--- src/rtl/vend_dispense_arbiter_if.sv ---
// Panel/dispenser handshake bundle for vend_dispense_arbiter.
// master: the panels and dispenser side that drive requests and completions.
// slave : the arbiter itself.
interface vend_dispense_arbiter_if #(
    parameter int IDW    = 2,
    parameter int ITEM_W = 4
);
    localparam int N_REQ = 2**IDW;

    logic [N_REQ-1:0]        req;
    logic [N_REQ*ITEM_W-1:0] item_code;
    logic                    disp_busy;
    logic                    disp_done;
    logic                    disp_start;
    logic [ITEM_W-1:0]       disp_item;
    logic [IDW-1:0]          grant_id;
    logic                    busy;
    logic [N_REQ-1:0]        ack;
    logic [N_REQ-1:0]        fault;

    modport master (
        output req, item_code, disp_busy, disp_done,
        input  disp_start, disp_item, grant_id, busy, ack, fault
    );

    modport slave (
        input  req, item_code, disp_busy, disp_done,
        output disp_start, disp_item, grant_id, busy, ack, fault
    );
endinterface

--- src/rtl/vend_dispense_arbiter.sv ---
// Round-robin arbiter sharing one dispenser between N_REQ vending panels.
// One transaction at a time: grant, start pulse, wait for done, per-panel ack,
// then a cooldown before the next arbitration.
// Optional WAIT watchdog: define VEND_ARB_TIMEOUT_EN to build the timeout
// counter and fault pulses; otherwise fault is tied to 0.
module vend_dispense_arbiter #(
    parameter int IDW      = 2,
    parameter int ITEM_W   = 4,
    parameter int TIMEOUT  = 200,
    parameter int COOLDOWN = 2
) (
    input  logic                   clk,
    input  logic                   reset_n,
    vend_dispense_arbiter_if.slave io_arb
);
    localparam int N_REQ  = 2**IDW;
    localparam int COOL_W = (COOLDOWN > 1) ? $clog2(COOLDOWN) : 1;

    typedef enum logic [2:0] {
        S_IDLE,
        S_START,
        S_WAIT,
        S_ACK,
        S_COOL
    } state_t;

    state_t              r_state, w_state_nxt;
    logic [IDW-1:0]      r_last, w_last_nxt;
    logic [COOL_W-1:0]   r_cool_cnt, w_cool_cnt_nxt;
    logic                r_disp_start, w_disp_start_nxt;
    logic [ITEM_W-1:0]   r_disp_item, w_disp_item_nxt;
    logic [IDW-1:0]      r_grant_id, w_grant_id_nxt;
    logic                r_busy;
    logic [N_REQ-1:0]    r_ack, w_ack_nxt;
    logic [N_REQ-1:0]    w_owner_onehot;
    logic                w_win_found;
    logic [IDW-1:0]      w_win_id;
    logic [IDW-1:0]      w_scan_id;

`ifdef VEND_ARB_TIMEOUT_EN
    localparam int RAW_W = $clog2(TIMEOUT + 1);
    localparam int CNT_W = (RAW_W > 8) ? RAW_W : 8;

    logic [CNT_W-1:0]    r_wait_cnt, w_wait_cnt_nxt;
    logic [N_REQ-1:0]    r_fault, w_fault_nxt;
    logic                w_timeout_hit;

    // Counter would reach TIMEOUT on this WAIT cycle
    assign w_timeout_hit = (r_wait_cnt == CNT_W'(TIMEOUT - 1));
`else
    logic                w_unused_timeout;
    assign w_unused_timeout = (TIMEOUT > 0);
`endif

    assign w_owner_onehot = {{(N_REQ-1){1'b0}}, 1'b1} << r_grant_id;

    // Round-robin scan starting just after the last served panel
    always_comb begin
        // NOTE: every variable written here gets a default first, otherwise paths that skip an assignment infer a latch.
        w_win_found = 1'b0;
        w_win_id    = r_last;
        w_scan_id   = r_last;
        for (int i = 1; i <= N_REQ; i++) begin
            w_scan_id = r_last + IDW'(i);
            if (!w_win_found && io_arb.req[w_scan_id]) begin
                w_win_found = 1'b1;
                w_win_id    = w_scan_id;
            end
        end
    end

    // Next-state and next-output logic; outputs are registered from these
    always_comb begin
        w_state_nxt      = r_state;
        w_last_nxt       = r_last;
        w_cool_cnt_nxt   = r_cool_cnt;
        w_disp_start_nxt = 1'b0;
        w_disp_item_nxt  = r_disp_item;
        w_grant_id_nxt   = r_grant_id;
        w_ack_nxt        = '0;
`ifdef VEND_ARB_TIMEOUT_EN
        w_wait_cnt_nxt   = r_wait_cnt;
        w_fault_nxt      = '0;
`endif
        case (r_state)
            S_IDLE: begin
                if (w_win_found && !io_arb.disp_busy) begin
                    w_state_nxt      = S_START;
                    w_disp_start_nxt = 1'b1;
                    w_grant_id_nxt   = w_win_id;
                    w_disp_item_nxt  = io_arb.item_code[w_win_id*ITEM_W +: ITEM_W];
                end
            end
            S_START: begin
                w_state_nxt = S_WAIT;
`ifdef VEND_ARB_TIMEOUT_EN
                w_wait_cnt_nxt = '0;
`endif
            end
            S_WAIT: begin
                // A done in the same cycle as the timeout still wins
                if (io_arb.disp_done) begin
                    w_state_nxt = S_ACK;
                    w_ack_nxt   = w_owner_onehot;
                    w_last_nxt  = r_grant_id;
                end
`ifdef VEND_ARB_TIMEOUT_EN
                else if (w_timeout_hit) begin
                    w_state_nxt    = S_COOL;
                    w_fault_nxt    = w_owner_onehot;
                    w_last_nxt     = r_grant_id;
                    w_cool_cnt_nxt = '0;
                end else begin
                    w_wait_cnt_nxt = r_wait_cnt + 1'b1;
                end
`endif
            end
            S_ACK: begin
                w_state_nxt    = S_COOL;
                w_cool_cnt_nxt = '0;
            end
            S_COOL: begin
                if (r_cool_cnt == COOL_W'(COOLDOWN - 1)) begin
                    w_state_nxt = S_IDLE;
                end else begin
                    w_cool_cnt_nxt = r_cool_cnt + 1'b1;
                end
            end
            default: w_state_nxt = S_IDLE;
        endcase
    end

    // State and output registers; reset forces IDLE with all outputs low
    always_ff @(posedge clk or negedge reset_n) begin
        if (!reset_n) begin
            r_state      <= S_IDLE;
            r_last       <= '1;
            r_cool_cnt   <= '0;
            r_disp_start <= 1'b0;
            r_disp_item  <= '0;
            r_grant_id   <= '0;
            r_busy       <= 1'b0;
            r_ack        <= '0;
`ifdef VEND_ARB_TIMEOUT_EN
            r_wait_cnt   <= '0;
            r_fault      <= '0;
`endif
        end else begin
            // NOTE: non-blocking assignments so every register samples the pre-edge values together.
            r_state      <= w_state_nxt;
            r_last       <= w_last_nxt;
            r_cool_cnt   <= w_cool_cnt_nxt;
            r_disp_start <= w_disp_start_nxt;
            r_disp_item  <= w_disp_item_nxt;
            r_grant_id   <= w_grant_id_nxt;
            r_busy       <= (w_state_nxt != S_IDLE);
            r_ack        <= w_ack_nxt;
`ifdef VEND_ARB_TIMEOUT_EN
            r_wait_cnt   <= w_wait_cnt_nxt;
            r_fault      <= w_fault_nxt;
`endif
        end
    end

    assign io_arb.disp_start = r_disp_start;
    assign io_arb.disp_item  = r_disp_item;
    assign io_arb.grant_id   = r_grant_id;
    assign io_arb.busy       = r_busy;
    assign io_arb.ack        = r_ack;
`ifdef VEND_ARB_TIMEOUT_EN
    assign io_arb.fault      = r_fault;
`else
    assign io_arb.fault      = '0;
`endif
endmodule

--- src/flat_wrapper.sv ---
// flat-port wrapper written by rule: the top's interface ports become plain ports
module vend_dispense_arbiter_flat 
#(
    parameter int IDW      = 2,
    parameter int ITEM_W   = 4,
    parameter int TIMEOUT  = 200,
    parameter int COOLDOWN = 2
)
  (clk, reset_n, io_arb_req, io_arb_item_code, io_arb_disp_busy, io_arb_disp_done, io_arb_disp_start, io_arb_disp_item, io_arb_grant_id, io_arb_busy, io_arb_ack, io_arb_fault);
  vend_dispense_arbiter_if #(.IDW(IDW), .ITEM_W(ITEM_W)) io_arb_i ();
  input  logic clk;
  input  logic reset_n;
  input wire logic [$bits(io_arb_i.req)-1:0] io_arb_req;
  input wire logic [$bits(io_arb_i.item_code)-1:0] io_arb_item_code;
  input wire logic [$bits(io_arb_i.disp_busy)-1:0] io_arb_disp_busy;
  input wire logic [$bits(io_arb_i.disp_done)-1:0] io_arb_disp_done;
  output wire logic [$bits(io_arb_i.disp_start)-1:0] io_arb_disp_start;
  output wire logic [$bits(io_arb_i.disp_item)-1:0] io_arb_disp_item;
  output wire logic [$bits(io_arb_i.grant_id)-1:0] io_arb_grant_id;
  output wire logic [$bits(io_arb_i.busy)-1:0] io_arb_busy;
  output wire logic [$bits(io_arb_i.ack)-1:0] io_arb_ack;
  output wire logic [$bits(io_arb_i.fault)-1:0] io_arb_fault;
  assign io_arb_i.req = io_arb_req;
  assign io_arb_i.item_code = io_arb_item_code;
  assign io_arb_i.disp_busy = io_arb_disp_busy;
  assign io_arb_i.disp_done = io_arb_disp_done;
  assign io_arb_disp_start = io_arb_i.disp_start;
  assign io_arb_disp_item = io_arb_i.disp_item;
  assign io_arb_grant_id = io_arb_i.grant_id;
  assign io_arb_busy = io_arb_i.busy;
  assign io_arb_ack = io_arb_i.ack;
  assign io_arb_fault = io_arb_i.fault;
  vend_dispense_arbiter #(.IDW(IDW), .ITEM_W(ITEM_W), .TIMEOUT(TIMEOUT), .COOLDOWN(COOLDOWN)) u_core (.clk(clk), .reset_n(reset_n), .io_arb(io_arb_i));
endmodule
--- config.mk ---
export PLATFORM = sky130hd
export DESIGN_NAME = vend_dispense_arbiter_flat
export DESIGN_NICKNAME = d
export VERILOG_FILES = /design/src/rtl/vend_dispense_arbiter_if.sv /design/src/rtl/vend_dispense_arbiter.sv /design/src/flat_wrapper.sv
export SDC_FILE = /design/constraint.sdc
export NUM_CORES = 1
export LEC_CHECK = 0
export BUFFER_PORTS_ARGS = -buffer_cell sky130_fd_sc_hd__buf_2
export CORE_ASPECT_RATIO = 1.2
export CORE_UTILIZATION = 30
export CTS_CLUSTER_SIZE = 25
export DETAILED_ROUTE_END_ITERATION = 6
export PLACE_DENSITY = 0.64
export SLEW_MARGIN = 20
export SYNTH_ARGS = -nofsm -noshare
export SYNTH_HDL_FRONTEND = slang
export SYNTH_SLANG_ARGS = --single-unit
--- constraint.sdc ---
create_clock -name clk -period 2.25 [get_ports clk]
set_clock_uncertainty 0.15 [all_clocks]
set_input_delay 0.3375 -clock clk [delete_from_list [all_inputs] [get_ports clk]]
set_output_delay 0.3375 -clock clk [all_outputs]
set_load 0.05 [all_outputs]
After elaboration in Yosys (flattened, before gate mapping) --
Cells that the tools add are included. Widths: inputs -> output; s select.
Storage, ports and cells: register bits 18, bits in latches 0, RAM bits 0, ROM bits 0, input bits 24, logic and storage cells 61, memories kept 0
Cells by class: add/subtract/negate cells 4, $mul 0, div/mod/pow operators 0, order comparisons 4, equal/unequal tests 4, shifts and indexed selects 2, multiplexer cells 26, bitwise gates (word level) 0, reductions and logical operators 13
Operators by type and width (number):
- $shiftx 16x5->4 | 1
- $pmux 3 s5 | 1
- $lt 2x3->1 const B | 4
- $mux 1 | 11
- $mux 3 | 3
- $bmux 1 s2 | 4
- $mux 2 | 4
- $mux 4 | 2
- $eq 3x2->1 const B | 2
- $add 2x2->2 const B | 2
- $logic_and 1x1->1 | 4
- $logic_not 1->1 | 4
- $reduce_and 2->1 | 2
- $shl 1x2->4 const A | 1
- $eq 3x1->1 const B | 1
- $eq 3x3->1 const B | 1
- $logic_not 3->1 | 1
- $reduce_bool 3->1 | 1
- $add 2x1->2 const B | 1
- $pmux 1 s2 | 1
- $reduce_bool 2->1 | 1
- $add 1x1->1 const B | 1

Logic depth before layout (Yosys ltp) --
word-level depth 17, depth in mapped cells 6

Worst setup path before layout --
No wires, ideal clock.
kind register to register, start reg u_core.r_last[1], end reg u_core.r_disp_item[0] (netlist: u_core.io_arb.disp_item[0]), data arrival time 1.568 ns, path slack 0.392 ns, stages on the path, launching flop included 7, buffers on the path 1, period minus slack after synthesis 1.858 ns, path through dfstp_2 -> mux2i_1 -> a222oi_1 -> buf_4 -> mux2_1 -> o22ai_1 -> a31oi_1
On the way: longest elaborated chain between the ends 15
RTL lines:
- start, declared | RTL line vend_dispense_arbiter.sv:28 | logic [IDW-1:0] r_last, w_last_nxt;
- start signal, assigned | RTL line vend_dispense_arbiter.sv:151 | r_last <= w_last_nxt;
- parallel branches: the longest is 15 deep, another holds $add 2x1->2
- end signal, assigned | RTL line vend_dispense_arbiter.sv:154 | r_disp_item <= w_disp_item_nxt;
- end, declared | RTL line vend_dispense_arbiter.sv:31 | logic [ITEM_W-1:0] r_disp_item, w_disp_item_nxt;
Several ways; the timed one is not identified. The select of a mux whose other input is x is not followed. A chain may end at the register's enable or synchronous reset.

Worst setup path in the final report --
start reg u_core.r_last[1], end reg u_core.r_disp_item[2] (netlist: u_core.io_arb.disp_item[2])
Same word-level chain as after synthesis.

==> out/metrics.sh <==
CRITPATHMAXSTAGEDELAY_NS=0.60
WORSTSETUPSTARTPOINT='u_core.r_last[1]$_DFFE_PN1P_'
CRITPATHBUFINV=1
SLEW_VIOLATIONS=0
FINAL_CELLS=156
FINAL_CELL_MIX='buf_2, dfrtp_1, nor2_1'
POWER_W=0.00164
LEAKAGEPOWER_nW=0.558
MAX_CAP_VIOL_COUNT=0
NUMBER_OF_NETS_WITH_ANTENNA_VIOLATIONS_AFTER_ROUTING=0
LAYOUT_MIN_CYCLE_TIME_NS=2.02
DRC_VIOLATION_TOTAL_AFTER_THE_FIRST_TRITONROUTE_ITERATION=13
ROUTE.DETAILED.DRC=0
WORSTREG2REGSTART='u_core.r_last[1]$_DFFE_PN1P_'
TRANSITION_TIME_AT_THE_PIN_WITH_THE_LEAST_SLEW_MARGIN_NS=0.515
SLEW_HEADROOM_PCT=65.3
RUN_STATUS='completed'
CRIT_FAMILY='flip-flops'
DIE_AREA_SQ_UM=3140
GLOBALROUTE.TOTALOVERFLOW=0
CTS-ROOT-BUF='clkbuf_4'
HIGHEST_ATTAINABLE_CLOCK_FREQUENCY_MHz=495
LOGIC_DEPTH_OF_THE_WORST_PATH_BUFFERS_INCLUDED=6
PATH_MAX_FANOUT=9
WORSTPATHARRIVAL_NS=2.02
SYNTH_FF_TYPE='dfrtp_1'
MAX-VDD-IR-DROP_V=0.000676
DETAIL_ROUTE.VIAS_PER_CELL=4.86
MIN-DELAY-PATH-CLASS='in2reg'
POST_CTS_RESIZED=0
WORSTSETUPPATHTYPE='reg2reg'
DETAIL_ROUTE.WL_PER_CELL_UM=12.1
PLACE.DETAILED.INSTANCES=151
ANTENNA_CELLS_INSERTED=0
SETUP-VIOLATIONS-FINAL=0
ANTENNA_FOUND_INITIAL=0
WORST_HOLD_SLACK_NS=0.210
SYNTH-EDFF-COUNT=0
SETUP_REPAIR_AFTER_GLOBAL_ROUTING_MISSED_ITS_MARGIN='no'
TIMING.CRITICAL_PATH.FROM_TYPE='flop'
SYN-INSTANCE-COUNT=82
FINAL_HPWL_FROM_DETAILED_PLACEMENT_UM=1480
TIMING.FINAL.HOLD_VIOLATIONS=0
GRT_FIRST_PASS_WIRELENGTH_UM=3380
START_UTIL_PCT=31.4
SYNTH_SEQ_AREA_SHARE_PCT=51.7
FINAL_MIN_PERIOD_OVER_CLOCK_PERIOD_PCT=89.8
PIN_COUNT_OF_THE_BIGGEST_NET_ENTERING_GLOBAL_ROUTING=19
FIRSTDRTPASSITERS=4
CTS_TREE='built'
NNETSFINAL=147
ROWS=21
TOTAL_POWER_DIVIDED_BY_CELL_AREA_nW_PER_UM2=1450
YS.WARNINGS.COUNT=0
GR-USAGE-ALL-LAYERS_PCT=14.8
YS_ASYNC_SR_FRACTION_PCT=100
DIEHEIGHT_UM=61.2
SETUP-TNS-FINAL_NS=0
CRITPATHSLOWESTCELL='dfstp_2'
FIRST_GLOBAL_VIAS=801
DRT-TOTAL-WL_UM=1880
SYN_AVG_CELL_AREA_SQ_UM=10.7
FINAL_UTIL_PCT=40.7
CHAIN_OF_CELLS_FORMING_THE_CRITICAL_PATH='mux2i_1 > a222oi_1 > buf_4 > mux2_1 > o22ai_1 > a31oi_1'
CHIPWIDTH_UM=51.3
CTS_INSERTED_BUFFERS=3
SYNTHESIS.AREA_SQ_UM=876
AREA.GROWTH.SYNTH_TO_FINAL_PCT=29.3
COREAREA_SQ_UM=2790
CAPTURE_POINT_OF_THE_WORST_PATH='u_core.io_arb.disp_item[2]$_DFFE_PN0P_'
CLOCK_INSERTION_DELAY_AT_THE_LATER_PIN_OF_THE_SKEW_REPORT_NS=0.29
CTS.CLK_SLEW.WORST_PATHS_NS=0.11
WORST-R2R-SETUP-SLACK_NS=0.23
YOSYSUNIQUECELLTYPES=27
WORST_SETUP_PATH_END_KIND='flop'
PLACE_CONGESTION=0.772
FILLERINSTANCES=307
CTS.SINKS=18
R2R.WORST_PATH.CELLS=6
CTSLONGESTPATHBUFFERS=2
CLOCK_TREE.HTREE_LEVEL_COUNT=1
LEADING_CELL_TYPE_IN_THE_LAYOUT_FILL_AND_TAPS_EXCLUDED='buf_2'
PORT_BUFFERS=35
LAYOUT-DRIVE-GT1-SHARE_PCT=37.7
REQUIRED_NS=2.25
NUM_VIAS=758
REGTOREGENDPOINT='u_core.io_arb.disp_item[2]$_DFFE_PN0P_'
BOUNDARYPINS=40
SYNTH.FF_LATCH_COUNT=18
-- worst reg2reg max path, cell delays in order (launching register included) --
cell and delay (ns):
dfstp_2 0.60, mux2i_1 0.08, a222oi_1 0.29, buf_4 0.25
mux2_1 0.34, o22ai_1 0.11, a31oi_1 0.06
-- power breakdown --
| part | total, W | internal, W | leakage [nW] | switching (W) |
|---|---|---|---|---|
| clock network | 0.000200 | 0.0000985 | 0.0210 | 0.000102 |
| logic | 0.000860 | 0.000293 | 0.318 | 0.000567 |
| registers | 0.000580 | 0.000466 | 0.219 | 0.000114 |
| total | 0.00164 | 0.000857 | 0.558 | 0.000782 |
-- synth_stat cells, types with 2 or more instances --
cell       n  share of area (%)
dfrtp_1   16                 46
buf_4      5                4.3
mux2i_1    6                6.9
a31oi_1    5                3.6
dfstp_2    2                6.0
a21oi_1    2                1.1
o21ai_0    4                2.3
nand2_1    4                1.7
nor2_1     8                3.4
inv_1      4                1.7
nor3_1     3                1.7
nand2b_1   2                1.4
o22ai_1    4                2.9
mux2_1     4                5.1
-- stage by stage --
stage	cell area, sq um	setup WS [ns]
5_1_grt	1130	0.132
2_1_floorplan	887	0.392
6_report	1130	0.229
3_5_place_dp	1090	0.234
3_3_place_gp	1090	0.307
4_1_cts	1130	0.204
-- registers in the layout, indices dropped and copies added, names as in the netlist --
name and flops:
u_core.io_arb.grant_id 2, u_core.io_arb.disp_item 4, u_core.io_arb.ack 4, u_core.r_state 3
u_core.io_arb.disp_start 1, u_core.r_last 2, u_core.r_cool_cnt 1, u_core.io_arb.busy 1
-- cell type report --
type | instances | area (sq um) | area share (%)
Clock buffer | 4 | 36.3 | 3.20
Inverter | 4 | 15.0 | 1.33
Multi-Input combinational cell | 57 | 378 | 33.4
Sequential cell | 18 | 453 | 40.0
Tap cell | 34 | 42.5 | 3.76
Timing Repair Buffer | 39 | 208 | 18.3
-- worst min-delay path by stage --
stage                        startpoint                                      to  slack, ns  cells past startpoint
floorplan                       reset_n          u_core.io_arb.ack[0]$_DFF_PN0_      -0.11                      0
global placement                reset_n      u_core.io_arb.disp_start$_DFF_PN0_       0.14                      1
detailed placement              reset_n  u_core.io_arb.disp_item[2]$_DFFE_PN0P_       0.14                      1
CTS                    io_arb_disp_done          u_core.io_arb.ack[0]$_DFF_PN0_       0.21                      3
global route        io_arb_item_code[4]  u_core.io_arb.disp_item[0]$_DFFE_PN0P_       0.22                      3
finish              io_arb_item_code[5]  u_core.io_arb.disp_item[1]$_DFFE_PN0P_       0.21                      3
-- what timing repair did --
item                       CTS  global route
setup endpoints to repair    0             0
hold buffers                 1             0
hold endpoints to repair    16             0
buffers inserted             0             0
-- metal layers --
layer	GRT usage [%]	up-vias	part of all wire [%]
met4	6.95	0	0.53
met1	16.4	356	39
met5	0	-	0
met2	27.3	31	53
met3	2.96	2	7.0
li1	-	369	-
-- kinds of logic after synthesis --
group,synth area share [%]
mux,12.0
other cells,0.428
flops,51.7
xor+xnor,1.00
buf+inv,6.43
simple gates,14.0
compound gates,14.4
No activity file was read; power rests on OpenSTA's default activity.
